[config.mk]
export PLATFORM = sky130hd
export DESIGN_NAME = regfile_read_arbiter
export DESIGN_NICKNAME = d
export VERILOG_FILES = /design/src/rtl/regfile_read_arbiter_pkg.sv /design/src/rtl/regfile_read_arbiter_rr_pick4.sv /design/src/rtl/regfile_read_arbiter.sv
export SDC_FILE = /design/constraint.sdc
export NUM_CORES = 1
export LEC_CHECK = 0
export CORE_AREA = 2 2 60 62
export DETAILED_ROUTE_END_ITERATION = 6
export DIE_AREA = 0 0 62 64
export GPL_ROUTABILITY_DRIVEN = 0
export PLACE_DENSITY = 0.83
export SLEW_MARGIN = 0
export SYNTH_ARGS = -nofsm -noshare
export SYNTH_HDL_FRONTEND = slang
export SYNTH_SLANG_ARGS = --single-unit
export TNS_END_PERCENT = 1
[constraint.sdc]
create_clock -name clk -period 4.47 [get_ports clk]
set_input_delay 0.894 -clock clk [delete_from_list [all_inputs] [get_ports clk]]
set_output_delay 0.894 -clock clk [all_outputs]
set_load 0.05 [all_outputs]
[src/rtl/regfile_read_arbiter_pkg.sv]
// Shared definitions for the register-file read arbiter.
// Holds the word and index widths, the requester count, the FSM state type
// and a one-hot to index encoder used by the arbiter top.
package regfile_read_arbiter_pkg;

  localparam int unsigned DATA_W = 13;
  localparam int unsigned ADDR_W = 3;
  localparam int unsigned N_REQ  = 4;
  localparam int unsigned PTR_W  = 2;

  typedef enum logic {
    IDLE = 1'b0,
    READ = 1'b1
  } state_t;

  // Encode a one-hot requester vector into its index (0 when empty).
  function automatic logic [PTR_W-1:0] onehot_to_idx(input logic [N_REQ-1:0] oh);
    logic [PTR_W-1:0] idx;
    idx = '0;
    for (int i = 0; i < int'(N_REQ); i++) begin
      if (oh[i]) idx = PTR_W'(i);
    end
    return idx;
  endfunction

endpackage

[src/rtl/regfile_read_arbiter_rr_pick4.sv]
// rr_pick4: combinational 4-way round-robin search.
// Ports:
//   req   - eligible request vector
//   ptr   - index searched first; search order ptr, ptr+1, ptr+2, ptr+3 (mod 4)
//   grant - one-hot winner (all zero when nothing is requested)
//   any   - high when grant is non-zero
module rr_pick4
  import regfile_read_arbiter_pkg::*;
(
  input  logic [N_REQ-1:0] req,
  input  logic [PTR_W-1:0] ptr,
  output logic [N_REQ-1:0] grant,
  output logic             any
);

  logic [PTR_W-1:0] idx;

  // First requester found walking forward from ptr wins.
  always_comb begin
    grant = '0;
    any   = 1'b0;
    idx   = '0;
    for (int off = 0; off < int'(N_REQ); off++) begin
      idx = ptr + PTR_W'(off);
      if (!any && req[idx]) begin
        grant[idx] = 1'b1;
        any        = 1'b1;
      end
    end
  end

endmodule

[src/rtl/regfile_read_arbiter.sv]
// regfile_read_arbiter: shares one 8-way register-file read mux between four
// requesters using a two-state (IDLE/READ) FSM and round-robin arbitration.
// Ports:
//   clk, rst_n - clock and asynchronous active-low reset
//   req        - per-requester read request, held until its ack
//   addr       - 3-bit register index per requester, bits [3i+2:3i]
//   rd_sel     - registered select for the register mux
//   rd_data    - mux output for rd_sel
//   ack        - registered one-hot, single-cycle completion pulse
//   rsp_data   - read word, valid with ack, held otherwise
//   busy       - high while a read is in flight (READ state)
module regfile_read_arbiter
  import regfile_read_arbiter_pkg::*;
#(
  parameter int unsigned DATA_W = regfile_read_arbiter_pkg::DATA_W,
  parameter int unsigned N_REQ  = regfile_read_arbiter_pkg::N_REQ
) (
  input  logic                     clk,
  input  logic                     rst_n,
  input  logic [N_REQ-1:0]         req,
  input  logic [N_REQ*ADDR_W-1:0]  addr,
  output logic [ADDR_W-1:0]        rd_sel,
  input  logic [DATA_W-1:0]        rd_data,
  output logic [N_REQ-1:0]         ack,
  output logic [DATA_W-1:0]        rsp_data,
  output logic                     busy
);

  state_t            state, state_d;
  logic [PTR_W-1:0]  ptr, ptr_d;
  logic [PTR_W-1:0]  win, win_d;
  logic [ADDR_W-1:0] rd_sel_d;
  logic [N_REQ-1:0]  ack_d;
  logic [DATA_W-1:0] rsp_data_d;

  logic [N_REQ-1:0]  elig;
  logic [N_REQ-1:0]  grant;
  logic              any;

  // A requester being acked this cycle has not yet dropped req; mask it.
  assign elig = req & ~ack;

  rr_pick4 u_pick (
    .req   (elig),
    .ptr   (ptr),
    .grant (grant),
    .any   (any)
  );

  // State register plus registered datapath/outputs.
  always_ff @(posedge clk or negedge rst_n) begin
    if (!rst_n) begin
      state    <= IDLE;
      ptr      <= '0;
      win      <= '0;
      rd_sel   <= '0;
      ack      <= '0;
      rsp_data <= '0;
    end else begin
      state    <= state_d;
      ptr      <= ptr_d;
      win      <= win_d;
      rd_sel   <= rd_sel_d;
      ack      <= ack_d;
      rsp_data <= rsp_data_d;
    end
  end

  // Next-state logic.
  always_comb begin
    state_d = state;
    case (state)
      IDLE:    if (any) state_d = READ;
      READ:    state_d = IDLE;
      default: state_d = IDLE;
    endcase
  end

  // Next values of the registered outputs and latched winner.
  always_comb begin
    ptr_d      = ptr;
    win_d      = win;
    rd_sel_d   = rd_sel;
    ack_d      = '0;
    rsp_data_d = rsp_data;
    case (state)
      IDLE: begin
        if (any) begin
          win_d = onehot_to_idx(grant);
          for (int i = 0; i < int'(N_REQ); i++) begin
            if (grant[i]) rd_sel_d = addr[i*ADDR_W +: ADDR_W];
          end
        end
      end
      READ: begin
        ack_d[win] = 1'b1;
        rsp_data_d = rd_data;
        ptr_d      = win + PTR_W'(1);
      end
      default: ;
    endcase
  end

  assign busy = (state == READ);

endmodule

==> run metrics <==
Worst slew margin=0.285; drt drc=0; final hold slack=529 ps; Cell Rows=21; initial core utilization=0.480; Area growth syn-to-layout=37.3%; Worst-Skew Late Latency=around 320 ps; Die ar.=between 3000 and 4000 um^2; H-tree levels=1; Mapped Area=1580 um^2; Core ar.=around 3300 um^2; CP required=4710 ps; Pwr per Cell Area=837 nW/um^2; Post-synth top flop=dfrtp_1; unrepaired setup endpoints after global routing=no; DR vias=1,374; global-route wire length before repair=6.23 mm; clk root buf=clkbuf_4; Synth area leader=dfrtp_1; Design Power=1.81 mW; Seq/Total Area, Yosys=0.397; maximum vdd drop=0.560 mV; drt first-iter violations=between 100 and 150; Hold Path Class=flop to flop; GRT overflow=0; Setup Crit Path Kind=flop to flop; FMAX=around 290 MHz; Post-synth ARST share=1.00; CP Launch Type=flop; HPWL after DPL=2.98 mm; Ys Warns=0; DR pass1 iterations=4; Final period util=0.766; final hold vios=0; GRT Overall Usage=0.206; cell with the most instances after synthesis=dfrtp_1; post-DR vias/cell=5.63; hold buffer count at cts=0; worst slew pin tran=approximately 1100 ps; Finish-stage setup viols=0; fin nets=241; crit-path max FO=11; P_leak=0.927 nW; width of the chip=62 um; Clock Skews=14.2 ps; outcome=complete, no violations; syn nets=188; Clock Pin Slew Worst Setup and Hold Paths=150 ps; Clock Path Buffers=2; post-route ant nets=0; top post-synthesis cells by count=dfrtp_1 (25), mux2_2 (13), ha_1 (11); syn_area_per_cell=10.8 um^2; TritonCTS Buffers=3; flops & latches, synth=25; Final Routed Wirelength=3.82 mm; Syn Inst Count=approximately 150; post-synth top area share=0.397; CTS tree=yes; Crit. End Element=flop; clk sinks=25; Critical Path AT=between 3000 and 4000 ps; Max Slew Vio Count=0; post-CTS sizing=0; layout cell share with drive strength beyond 1=0.131; setup_tns=0 ps; IO Pins=52; initial antenna violation count=0; synth unique cells=37; number of global-route vias before repair=1,397; postcts setup bufs=0; Inserted Diodes=0; wire length per cell=15.6 um; largest net degree at the start of global routing=26; Post-synth EDFFs=0; Tmin final=3430 ps; number of port buffers=51; Die Y=64 um; Synth area leaders=dfrtp_1 (40%), mux2_2 (9.3%), ha_1 (8.7%), nor2b_4 (3.5%), mux4_2 (2.9%); max-cap viol count=0
==> sequential cells by signal (all words and copies together) (netlist names) <==
| name | flops |
|---|---|
| win | 2 |
| rd_sel | 3 |
| rsp_data | 13 |
| ack | 4 |
| busy | 1 |
| ptr | 2 |
==> layout make-up <==
| class | instances | area, um^2 |
|---|---|---|
| Tap cell | 46 | 57.6 |
| Sequential cell | 25 | 626 |
| Clock buffer | 3 | 22.5 |
| Inverter | 9 | 33.8 |
| Fill cell | 256 | 1120 |
| Timing Repair Buffer | 51 | 510 |
| Multi-Input combinational cell | 109 | 903 |
| Clock inverter | 1 | 8.76 |
==> worst max-delay path, stage by stage (launching register included) <==
cell	delay, ps
dfrtp_1	590
inv_1	240
ha_1	470
mux4_2	580
o41a_1	180
and2_1	230
or2_4	290
or4_4	540
a32oi_1	220
==> layer usage <==
metal / track usage / up-vias / routed length (um)
met5: 0 / - / 0
met4: 0.0532 / 0 / 31
met3: 0.0425 / 4 / 222
met2: 0.357 / 56 / 2010
met1: 0.254 / 662 / 1560
li1: - / 652 / -
==> power breakdown <==
part	internal, mW	leakage, nW	switching [mW]
registers	0.338	0.298	0.122
logic	0.501	0.611	0.740
clock network	0.0364	0.0183	0.0717
total	0.875	0.927	0.934
==> cells in the final DEF, fill, tap and decap left out, types with 6 or more instances in the layout <==
cell type        count
clkdlybuf4s50_1     51
inv_1                9
nor3_1               6
a21oi_1              6
nand2_1              6
dfrtp_1             25
ha_1                11
and2_1               6
nor4_1               6
mux2_2              13
==> metrics by stage <==
stage | utilization | area [um^2] | cells | setup WS, ps
floorplan | - | 1580 | 146 | 1340
global placement | 0.649 | 2130 | 240 | 865
detailed placement | 0.649 | 2130 | 240 | 755
CTS | 0.658 | 2160 | 244 | 1070
global route | 0.658 | 2160 | 244 | 883
finish | 0.658 | 2160 | 244 | 1040
==> logic make-up after synthesis <==
kind of cell             share of synthesized area
adder cells (fa/ha/maj)                     0.0874
multiplexers                                 0.122
AO/OA/AOI/OAI                                0.167
buffers and inverters                       0.0294
AND/OR/NAND/NOR                              0.198
flip-flops                                   0.397
==> worst paths after layout <==
kind | from | endpoint | cells after the start | slack, ps
worst max-delay path | ptr[0] | rd_sel[1] | 8 | 1040
worst min-delay path | rsp_data[1] | rsp_data[1] | 1 | 530
worst max register to register | ptr[0] | rd_sel[1] | 8 | 1040
worst min register to register | rsp_data[1] | rsp_data[1] | 1 | 530
max in group asynchronous | rst_n | rd_sel[2] | 1 | 2690
min in group asynchronous | rst_n | rsp_data[6] | 1 | 1120
(Power assumes the default switching activity.)
